## config.mk

```make
export PLATFORM = sky130hd
export DESIGN_NAME = pcm_to_i2s
export DESIGN_NICKNAME = d
export VERILOG_FILES = /design/src/rtl/pcm_to_i2s.sv
export SDC_FILE = /design/constraint.sdc
export NUM_CORES = 1
export LEC_CHECK = 0
export BUFFER_PORTS_ARGS = -buffer_cell sky130_fd_sc_hd__buf_2
export CORE_ASPECT_RATIO = 0.7
export CORE_MARGIN = 2
export CORE_UTILIZATION = 35
export DETAILED_ROUTE_END_ITERATION = 10
export GPL_TIMING_DRIVEN = 0
export PLACE_DENSITY = 0.5
export SLEW_MARGIN = 20
export SYNTH_ARGS = -nofsm -noshare
export SYNTH_HDL_FRONTEND = slang
export SYNTH_SLANG_ARGS = --single-unit
```

## constraint.sdc

```tcl
create_clock -name clk -period 4.8 [get_ports clk]
set_input_delay 0.24 -clock clk [delete_from_list [all_inputs] [get_ports clk]]
set_output_delay 0.24 -clock clk [all_outputs]
set_load 0.02 [all_outputs]
```

## src/rtl/pcm_to_i2s.sv

```systemverilog
// ---------------------------------------------------------------------------
// pcm_to_i2s
//
// I2S master transmitter. One stereo PCM pair is accepted per frame through a
// valid/ready handshake into a one-entry holding register. At every frame
// boundary the held pair moves into the left/right shift registers and is
// serialized MSB-first, one bit period after each ws edge (I2S one-bit delay).
// The block derives sck and ws from clk with free-running counters.
//
// Optional build macro:
//   PCM_TO_I2S_UNDERRUN_HOLD_EN - when defined, a frame that starts with no
//       sample available retransmits the last successfully loaded pair
//       (zero if none since reset). When undefined, such a frame is all zeros.
//       The underrun pulse is produced in both builds.
//
// Parameters:
//   NUMBER_OF_BITS - PCM word width per channel
//   SLOT_BITS      - bit periods per channel slot (>= NUMBER_OF_BITS+1)
//   CLK_DIV        - clk cycles per bit period (even, >= 2)
//
// Ports:
//   clk       in   system clock, rising edge
//   rst_n     in   asynchronous active-low reset
//   in_valid  in   in_left/in_right hold a sample pair
//   in_ready  out  holding register is empty
//   in_left   in   left sample, two's complement
//   in_right  in   right sample, two's complement
//   sck       out  I2S bit clock (registered)
//   ws        out  word select, 0 = left, 1 = right (registered)
//   sd        out  serial data (registered)
//   underrun  out  one-clk pulse when a frame starts without a sample
// ---------------------------------------------------------------------------
module pcm_to_i2s #(
    parameter int NUMBER_OF_BITS = 8,
    parameter int SLOT_BITS      = 16,
    parameter int CLK_DIV        = 2
) (
    input  logic                      clk,
    input  logic                      rst_n,
    input  logic                      in_valid,
    output logic                      in_ready,
    input  logic [NUMBER_OF_BITS-1:0] in_left,
    input  logic [NUMBER_OF_BITS-1:0] in_right,
    output logic                      sck,
    output logic                      ws,
    output logic                      sd,
    output logic                      underrun
);

    localparam int FRAME_BITS = 2 * SLOT_BITS;
    localparam int DIV_W      = (CLK_DIV > 2) ? $clog2(CLK_DIV) : 1;
    localparam int BIT_W      = $clog2(FRAME_BITS);

    localparam logic [DIV_W-1:0] DIV_LAST   = DIV_W'(CLK_DIV - 1);
    localparam logic [DIV_W-1:0] DIV_HALF   = DIV_W'(CLK_DIV / 2);
    localparam logic [BIT_W-1:0] BIT_LAST   = BIT_W'(FRAME_BITS - 1);
    localparam logic [BIT_W-1:0] RIGHT_BASE = BIT_W'(SLOT_BITS);
    localparam logic [BIT_W-1:0] DATA_LAST  = BIT_W'(NUMBER_OF_BITS);

    typedef logic [NUMBER_OF_BITS-1:0] word_t;

    // ------------------------------------------------------------------
    // State
    // ------------------------------------------------------------------
    logic [DIV_W-1:0] div_cnt_q,  div_cnt_d;
    logic [BIT_W-1:0] bit_cnt_q,  bit_cnt_d;
    logic             sck_q,      sck_d;
    logic             ws_q,       ws_d;
    logic             sd_q,       sd_d;
    logic             underrun_q, underrun_d;
    logic             hold_full_q, hold_full_d;
    word_t            hold_left_q,  hold_left_d;
    word_t            hold_right_q, hold_right_d;
    word_t            sr_left_q,    sr_left_d;
    word_t            sr_right_q,   sr_right_d;

    // Data sent in a frame that starts with an empty holding register.
    word_t            fill_left;
    word_t            fill_right;

`ifdef PCM_TO_I2S_UNDERRUN_HOLD_EN
    word_t            last_left_q,  last_left_d;
    word_t            last_right_q, last_right_d;

    assign fill_left  = last_left_q;
    assign fill_right = last_right_q;
`else
    assign fill_left  = '0;
    assign fill_right = '0;
`endif

    // ------------------------------------------------------------------
    // Timing counters
    // ------------------------------------------------------------------
    logic div_wrap;
    logic frame_end;

    always_comb begin
        div_wrap  = (div_cnt_q == DIV_LAST);
        frame_end = div_wrap && (bit_cnt_q == BIT_LAST);

        div_cnt_d = div_wrap ? '0 : div_cnt_q + DIV_W'(1);

        bit_cnt_d = bit_cnt_q;
        if (div_wrap) begin
            bit_cnt_d = (bit_cnt_q == BIT_LAST) ? '0 : bit_cnt_q + BIT_W'(1);
        end
    end

    // ------------------------------------------------------------------
    // Position of the bit period being entered (decoded from the next
    // counter value, since sd/ws are registered on the entering edge).
    // ------------------------------------------------------------------
    logic             slot_right;
    logic [BIT_W-1:0] slot_k;
    logic             data_bit;

    always_comb begin
        slot_right = (bit_cnt_d >= RIGHT_BASE);
        slot_k     = slot_right ? (bit_cnt_d - RIGHT_BASE) : bit_cnt_d;
        // k = 0 is the I2S delay bit; k = 1..N carry the word MSB first.
        data_bit   = (slot_k != '0) && (slot_k <= DATA_LAST);
    end

    // ------------------------------------------------------------------
    // Handshake, frame load and serializer
    // ------------------------------------------------------------------
    logic xfer;

    assign xfer = in_valid && !hold_full_q;

    always_comb begin
        hold_full_d  = hold_full_q;
        hold_left_d  = hold_left_q;
        hold_right_d = hold_right_q;
        sr_left_d    = sr_left_q;
        sr_right_d   = sr_right_q;
        underrun_d   = 1'b0;
        sd_d         = sd_q;
        sck_d        = (div_cnt_d >= DIV_HALF);
        ws_d         = (bit_cnt_d >= RIGHT_BASE);
`ifdef PCM_TO_I2S_UNDERRUN_HOLD_EN
        last_left_d  = last_left_q;
        last_right_d = last_right_q;
`endif

        // Frame load. A pair arriving on this same edge is not bypassed:
        // the load sees the register as empty and the pair waits a frame.
        if (frame_end) begin
            if (hold_full_q) begin
                sr_left_d   = hold_left_q;
                sr_right_d  = hold_right_q;
                hold_full_d = 1'b0;
`ifdef PCM_TO_I2S_UNDERRUN_HOLD_EN
                last_left_d  = hold_left_q;
                last_right_d = hold_right_q;
`endif
            end else begin
                sr_left_d  = fill_left;
                sr_right_d = fill_right;
                underrun_d = 1'b1;
            end
        end

        // xfer implies the register is empty, so it never collides with a
        // successful load on the same edge.
        if (xfer) begin
            hold_full_d  = 1'b1;
            hold_left_d  = in_left;
            hold_right_d = in_right;
        end

        // sd only changes when a new bit period begins (sck falling).
        if (div_wrap) begin
            sd_d = 1'b0;
            if (data_bit) begin
                if (slot_right) begin
                    sd_d       = sr_right_q[NUMBER_OF_BITS-1];
                    sr_right_d = sr_right_q << 1;
                end else begin
                    sd_d       = sr_left_q[NUMBER_OF_BITS-1];
                    sr_left_d  = sr_left_q << 1;
                end
            end
        end
    end

    // ------------------------------------------------------------------
    // Registers
    // ------------------------------------------------------------------
    always_ff @(posedge clk or negedge rst_n) begin
        if (!rst_n) begin
            div_cnt_q    <= '0;
            bit_cnt_q    <= '0;
            sck_q        <= 1'b0;
            ws_q         <= 1'b0;
            sd_q         <= 1'b0;
            underrun_q   <= 1'b0;
            hold_full_q  <= 1'b0;
            hold_left_q  <= '0;
            hold_right_q <= '0;
            sr_left_q    <= '0;
            sr_right_q   <= '0;
        end else begin
            div_cnt_q    <= div_cnt_d;
            bit_cnt_q    <= bit_cnt_d;
            sck_q        <= sck_d;
            ws_q         <= ws_d;
            sd_q         <= sd_d;
            underrun_q   <= underrun_d;
            hold_full_q  <= hold_full_d;
            hold_left_q  <= hold_left_d;
            hold_right_q <= hold_right_d;
            sr_left_q    <= sr_left_d;
            sr_right_q   <= sr_right_d;
        end
    end

`ifdef PCM_TO_I2S_UNDERRUN_HOLD_EN
    always_ff @(posedge clk or negedge rst_n) begin
        if (!rst_n) begin
            last_left_q  <= '0;
            last_right_q <= '0;
        end else begin
            last_left_q  <= last_left_d;
            last_right_q <= last_right_d;
        end
    end
`endif

    // ------------------------------------------------------------------
    // Outputs
    // ------------------------------------------------------------------
    assign in_ready = !hold_full_q;
    assign sck      = sck_q;
    assign ws       = ws_q;
    assign sd       = sd_q;
    assign underrun = underrun_q;

endmodule
```

==> metrics.md, run 1 <==
| Metric | Value |
|---|---|
| Most frequent cells in the layout | `41 x dfrtp_1, 33 x mux2_2, 31 x nand2_1` |
| Critical path required time | `~5.0 ns` |
| Reg2Reg Capture Point | `sr_left_q[5]` |
| Routed WL per cell | `13.6 µm` |
| Switching power | `184 µW` |
| Worst Path Arrival | `about 2.9 ns` |
| Int Power | `approximately 550 µW` |
| Reg2Reg Setup Slack | `2.06 ns` |
| Dpl cell area | `~2100 µm²` |
| Nets@finish | `between 200 and 250` |
| Fmax | `between 300 and 400 MHz` |
| Worst-Margin Slew | `about 0.89 ns` |
| Yosys reg bits | `between 40 and 50` |
| Fillers | `523` |
| Commonest non-fill, non-tap cell in the layout | `dfrtp_1` |
| Hold Path Class | `in -> async` |
| First-pass GRT wire length | `6150 µm` |
| Die Span Y | `between 60 and 70 µm` |
| DR pass1 iterations | `6` |
| TritonCTS clock tree | `done` |
| Post CTS Setup Buffer Count | `0` |
| Main combinational cell family by area after synthesis | `multiplexers` |
| Reg2Reg Launch Point | `bit_cnt_q[0]` |
| Total Wirelength | `3590 µm` |
| Clock power share | `between 20% and 30%` |
| Max VDD drop | `between 0.15 and 0.2 mV` |
| Max Cap Viol | `0` |
| Post-Synthesis Cell Area | `approximately 1900 µm²` |
| Simple-Gate Fraction of Synth Area | `11.7%` |
| Proportion of synthesized area in mux cells | `23.1%` |
| Diode count | `0` |
| Post-synth EDFFs | `0` |
| CTS Hold Bufs | `0` |
| Hold_ws | `around 0.07 ns` |
| Biggest area consumer among synthesized cells | `dfrtp_1` |
| Post-Layout Inst Area | `roughly 2200 µm²` |
| Period utilization | `a little under three fifths` |
| Comb power frac | `between 10% and 20%` |
| Die area | `6020 µm²` |
| Vias in the first global route | `~1300` |
| GRT Resource Usage Total | `around 14%` |
| Mapped Nets | `183` |
| Slew headroom | `about two fifths` |
| Sequential-to-total area share from yosys stat | `54.2%` |
| Antenna violations before repair | `0` |
| Synth Area in Compound Gates | `under 10%` |
| Sequential power share | `between 50% and 60%` |
| Post-synth ARST share | `100%` |
| Final Util | `41.7%` |
| Port bufs | `23` |
| Tot Pwr | `739 µW` |
| Status | `finished clean` |
| CTS Buffer Depth | `2` |
| H-Tree Depth | `2` |
| Vias | `between 1000 and 1500` |
| Adder-Cell Fraction of Synth Area | `about 1.3%` |
| Worst setup startpoint | `bit_cnt_q[0]` |
| Setup tns final | `0 ns` |
| Row cnt | `22` |
| Setup Skew | `0.00628 ns` |
| Worst reg2reg path depth | `8` |
| Synth Area in XOR/XNOR | `0.463%` |
| Largest net degree at the start of global routing | `42` |
| Final setup fails | `0` |
| Mapped Cells | `162` |
| Post_cts resized | `0` |
| GRT overflow | `0` |
| Clock transition at path regs | `about 0.080 ns` |
| I/O Pins | `24` |
| Ys flop type | `dfrtp_1` |
| Top-area cell type share of the netlist area | `54.2%` |
| Net Sw Frac | `between 20 and 25%` |
| CTS Buf Count | `5` |
| YS warnings | `0` |
| Routed Antenna Nets | `0` |
| Startpoint Class | `register` |
| Share of layout cells above drive strength 1 | `between 30% and 40%` |
| Synth cell types | `27` |
| Die width | `about 92 µm` |
| Root Driver | `clkbuf_8` |
| Starting density of the core | `between 30 and 40%` |
| Area contributors post-synth | `dfrtp_1 54%, mux2_2 20%, nand2_1 6.1%, o21ai_0 4.2%, mux2i_4 2.4%` |
| Leak | `around 0.001 µW` |
| Remaining DRCs | `0` |
| Unrepaired setup endpoints after global routing | `false` |
| Fin. max-slew vios | `0` |
| Core area | `roughly 5200 µm²` |
| Initial DRC count | `69` |
| Clock sink count | `41` |
| Clock latency at the later pin of the worst-skew pair | `0.29 ns` |
| Post-synthesis average cell area | `roughly 12 µm²` |
| Final hold vios | `0` |
| Power per cell area | `between 300 and 400 nW/µm²` |
| CP Class | `reg -> reg` |
| Post-DP HPWL | `approximately 2600 µm` |
| GP Congestion | `slightly above 0.7` |
| Via density | `4.75` |
| Layout Area Growth over Synthesis | `15.1%` |
| Tmin final | `approximately 2.7 ns` |
| Crit path capture type | `register` |
| Max FO, Critical Path | `8` |
## synthesized netlist by cell type (2+ instances only)
| cell type | number |
|---|---|
| dfrtp_1 | 41 |
| nand2_1 | 31 |
| nor3b_1 | 2 |
| or3_1 | 2 |
| clkbuf_1 | 7 |
| nand3_1 | 2 |
| mux2i_4 | 2 |
| a21o_1 | 2 |
| o21ai_0 | 16 |
| nand4_1 | 2 |
| nor2b_1 | 2 |
| mux2i_1 | 2 |
| nor2_1 | 3 |
| inv_1 | 2 |
| ha_1 | 2 |
| mux2_2 | 33 |
## logic make-up (layout without fill, tap and decap cells)
group,Yosys count,count (layout)
simple gates,48,48
fa+ha+maj,2,2
buf+inv,11,41
mux,37,37
flops,41,41
compound gates,22,22
xor+xnor,1,1
## sequential cells by signal (all words and copies together) (netlist names)
signal / count
bit_cnt_q: 5
div_cnt_q: 1
hold_full_q: 1
hold_left_q: 8
hold_right_q: 8
sd: 1
sr_left_q: 8
sr_right_q: 8
underrun: 1
## layer usage
layer | GRT usage, % | vias to the layer above | share of wire, % | routed length (µm)
li1 | - | 615 | - | -
met1 | 17.9 | 609 | 50 | 1790
met2 | 21.3 | 23 | 45 | 1610
met3 | 3.44 | 6 | 3.9 | 139
met4 | 5.60 | 0 | 1.6 | 56
met5 | 0 | - | 0 | 0
## worst max-delay path, cell delays in order (launching register included)
cell      delay, ns
dfrtp_1        0.40
ha_1           0.19
and3_1         0.16
ha_1           0.34
and4bb_2       0.28
a21o_1         0.19
a21oi_4        0.23
mux2i_4        0.44
mux2_2         0.39
## worst max-delay path by stage
| stage | end | slack [ns] |
|---|---|---|
| after detailed placement | sr_left_q[5] | 2.09 |
| after CTS | sr_left_q[5] | 2.09 |
| after global routing | sr_right_q[1] | 1.94 |
| after global placement | sr_right_q[3] | 2.12 |
| final | sr_left_q[5] | 2.06 |
| after floorplan | sr_right_q[1] | 2.37 |
## layout make-up
cell class / instances / area (µm²) / share of cell area [%]
timing repair buffer: 23 / 115 / 5.28
sequential: 41 / 1030 / 47.1
multi-input combinational: 110 / 825 / 37.8
clock inverter: 1 / 8.76 / 0.402
tap: 72 / 90.1 / 4.13
buffer: 8 / 31.3 / 1.44
inverter: 3 / 11.3 / 0.517
clock buffer: 6 / 72.6 / 3.33
## power by group through the flow
stage	Combinational (µW)	Sequential (µW)	Clock, µW
floorplan	70.6	423	0
global placement	99.7	430	0
detailed placement	101	435	0
CTS	101	427	224
global route	113	433	240
finish	98.8	426	213
## per-stage QoR
stage / setup slack, ns / std cells
after detailed placement: 2.09 / 257
after floorplan: 2.37 / 162
after global placement: 2.12 / 257
final: 2.06 / 264
after global routing: 1.94 / 264
after CTS: 2.09 / 264
Power figures use the tool's default switching activity.
==> run 2, diff against run 1 <==
ABC_AREA = 1   (was default)
clock period = 2.75 ns   (was 4.8 ns; I/O delays follow)
==> run 2 against run 1 <==
Effect of this change:
- the run now ends with hold timing left
- first-iteration DRC count is 14% lower
- worst hold slack worse by 0.090 ns
- clock power is 140% higher
- utilization is 1.4 points higher
- clock-buffer cell count stayed put
- highest routed layer unchanged
==> metrics.md, run 2 <==
| Metric | Value |
|---|---|
| Starting density of the core | `37.0% (was 36.2%)` |
| CP Class | `reg -> reg (unchanged)` |
| Commonest non-fill, non-tap cell in the layout | `nand2_1 (was dfrtp_1)` |
| I/O Pins | `24 (unchanged)` |
| Leak | `0.00117 µW (was 0.00103 µW)` |
| Sequential-to-total area share from yosys stat | `51.9% (was 54.2%)` |
| Hold_ws | `-0.0192 ns (was 0.0706 ns)` |
| Top-count cell post-synth | `nand2_1 (was dfrtp_1)` |
| Post-synth ARST share | `100% (unchanged)` |
| Post-Synthesis Cell Area | `1980 µm² (was 1890 µm²)` |
| Most frequent cells in the layout | `72 x nand2_1, 41 x dfrtp_1, 26 x buf_2 (was 41 x dfrtp_1, 33 x mux2_2, 31 x nand2_1)` |
| Reg2Reg Setup Slack | `0.63 ns (was 2.06 ns)` |
| Row cnt | `22 (unchanged)` |
| Post-synthesis average cell area | `9.32 µm² (was 11.7 µm²)` |
| CTS Hold Bufs | `0 (unchanged)` |
| Share of layout cells above drive strength 1 | `26.7% (was 35.4%)` |
| Final setup fails | `0 (unchanged)` |
| Max FO, Critical Path | `9 (was 8)` |
| DR pass1 iterations | `4 (was 6)` |
| Clock sink count | `41 (unchanged)` |
| TritonCTS clock tree | `done (unchanged)` |
| Die Span Y | `66.9 µm (was 65.5 µm)` |
| Ys flop type | `dfrtp_1 (unchanged)` |
| Routed Antenna Nets | `0 (unchanged)` |
| Layout Area Growth over Synthesis | `16.5% (was 15.1%)` |
| Via density | `4.79 (was 4.75)` |
| GRT Resource Usage Total | `15.0% (was 13.5%)` |
| Vias in the first global route | `1470 (was 1306)` |
| Status | `finished with violations (was finished clean)` |
| Total Wirelength | `4020 µm (was 3590 µm)` |
| GP Congestion | `0.769 (was 0.717)` |
| Root Driver | `clkbuf_8 (unchanged)` |
| Die area | `6270 µm² (was 6020 µm²)` |
| Area contributors post-synth | `dfrtp_1 52%, nand2_1 14%, mux2_2 9.1%, o21ai_0 4.6%, nand3_1 3.5% (was dfrtp_1 54%, mux2_2 20%, nand2_1 6.1%, o21ai_0 4.2%, mux2i_4 2.4%)` |
| Remaining DRCs | `0 (unchanged)` |
| Delay-heaviest family, CP | `simple AND/OR/NAND/NOR gates (was multiplexers)` |
| Placed cell count | `307 (was 257)` |
| Core area | `5340 µm² (was 5230 µm²)` |
| First-pass GRT wire length | `7140 µm (was 6150 µm)` |
| Worst path max stage delay | `0.43 ns (was 0.44 ns)` |
| Slew headroom | `38.2% (was 40.3%)` |
| Post-synth EDFFs | `0 (unchanged)` |
| Post CTS Setup Buffer Count | `0 (unchanged)` |
| H-Tree Depth | `2 (unchanged)` |
| Post_cts resized | `0 (unchanged)` |
| Tmin final | `2.12 ns (was 2.74 ns)` |
| Max VDD drop | `0.169 mV (was 0.160 mV)` |
| Vias | `1510 (was 1253)` |
| Port bufs | `23 (unchanged)` |
| Setup tns final | `0 ns (unchanged)` |
| Largest net degree at the start of global routing | `42 (unchanged)` |
| Fin. max-slew vios | `0 (unchanged)` |
| Critical path's slowest cell | `dfrtp_1 (was mux2i_4)` |
| Biggest area consumer among synthesized cells | `dfrtp_1 (unchanged)` |
| Fin cells | `315 (was 264)` |
| Clock latency at the later pin of the worst-skew pair | `0.30 ns (was 0.29 ns)` |
| Fillers | `546 (was 523)` |
| Post-DP HPWL | `2820 µm (was 2590 µm)` |
| Routed WL per cell | `12.7 µm (was 13.6 µm)` |
| Setup Skew | `0.00428 ns (was 0.00628 ns)` |
| Mapped Cells | `212 (was 162)` |
| Mapped Nets | `233 (was 183)` |
| Max Cap Viol | `0 (unchanged)` |
| Diode count | `0 (unchanged)` |
| Power per cell area | `495 nW/µm² (was 339 nW/µm²)` |
| Worst Path Arrival | `2.35 ns (was 2.92 ns)` |
| Worst-Margin Slew | `0.926 ns (was 0.895 ns)` |
| Nets@finish | `263 (was 213)` |
| Top-area cell type share of the netlist area | `51.9% (was 54.2%)` |
| GRT overflow | `0 (unchanged)` |
| Hold Path Class | `in -> async (unchanged)` |
| WP buf/inv | `1 (was 0)` |
| Clock transition at path regs | `0.08 ns (about the same)` |
| Post-synth top cells | `72 x nand2_1, 41 x dfrtp_1, 18 x o21ai_0 (was 41 x dfrtp_1, 33 x mux2_2, 31 x nand2_1)` |
| Failing checks | `hold timing` |
| Startpoint Class | `register (unchanged)` |
| Crit path capture type | `register (unchanged)` |
| Final hold vios | `41 (was 0)` |
| Synth cell types | `22 (was 27)` |
| Antenna violations before repair | `0 (unchanged)` |
| Die width | `93.8 µm (was 91.9 µm)` |
| YS warnings | `0 (unchanged)` |
| CTS Buf Count | `5 (unchanged)` |
| CTS Buffer Depth | `2 (unchanged)` |
| Worst-path cell chain | `ha_1 -> nand2_1 -> nor2_1 -> ha_1 -> buf_6 -> nor2_2 -> nor2_1 -> o21ai_0 -> nand3_1 -> nand2_1 (was ha_1 -> and3_1 -> ha_1 -> and4bb_2 -> a21o_1 -> a21oi_4 -> mux2i_4 -> mux2_2)` |
| Initial DRC count | `59 (was 69)` |
| Unrepaired setup endpoints after global routing | `false (unchanged)` |
| Critical path required time | `2.99 ns (was 4.98 ns)` |
| Fmax | `473 MHz (was 364 MHz)` |
| Yosys reg bits | `41 (unchanged)` |
| Period utilization | `76.9% (was 57.2%)` |
run 2: changes by cell type after synthesis, moves of 5 or more:
cell,change
nand3_1,+12
mux2_2,-17
nand4_1,+5
nand2_1,+41
inv_1,+10
run 2: logic make-up after synthesis:
family	share of synthesized area [%]
buffers and inverters	6.65
flip-flops	51.9
AND/OR/NAND/NOR	25.6
adder cells (fa/ha/maj)	1.27
multiplexers	9.12
AO/OA/AOI/OAI	5.45
run 2: through the flow:
step / area, µm² / util (%) / setup WS (ns) / hold WS (ns) / total power, µW
3_3_place_gp: 2180 / 40.8 / 0.668 / 0.350 / 639
2_1_floorplan: 1980 / - / 0.893 / -0.158 / 615
5_1_grt: 2300 / 43.1 / 0.343 / 0.0436 / 1190
3_5_place_dp: 2180 / 40.8 / 0.619 / 0.344 / 640
4_1_cts: 2300 / 43.1 / 0.610 / 0.0260 / 1150
6_report: 2300 / 43.1 / 0.634 / -0.0192 / 1140
run 2: final cells by class:
cell class              count  area (µm²)  share of cell area [%]
plain buffers              10        82.6                    3.59
clock buffers               6        82.6                    3.59
clock inverters             2        37.5                    1.63
inverters                  13        48.8                    2.12
multi-input cells         148         818                    35.6
flip-flops and latches     41        1030                    44.6
well taps                  72        90.1                    3.92
repair buffers             23         115                    5.00
run 2: final timing paths:
kind                            cells past startpoint         endpoint          from
worst max-delay path                               10               sd  bit_cnt_q[0]
worst min-delay path                                1               sd         rst_n
worst max register to register                     10               sd  bit_cnt_q[0]
worst min register to register                      2               sd            sd
max in group asynchronous                           1    sr_right_q[4]         rst_n
min in group clk                                    2  hold_right_q[0]   in_right[0]
run 2: where the power goes:
group,switching [µW],internal (µW)
Combinational,14.6,9.01
Sequential,0,602
Clock,219,295
Total,233,906
run 2: metal layers:
metal,track usage [%],up-vias,routed length (µm)
met4,4.53,0,21
met1,22.0,723,2120
li1,-,759,-
met5,0,-,0
met3,4.07,3,167
met2,21.4,25,1700
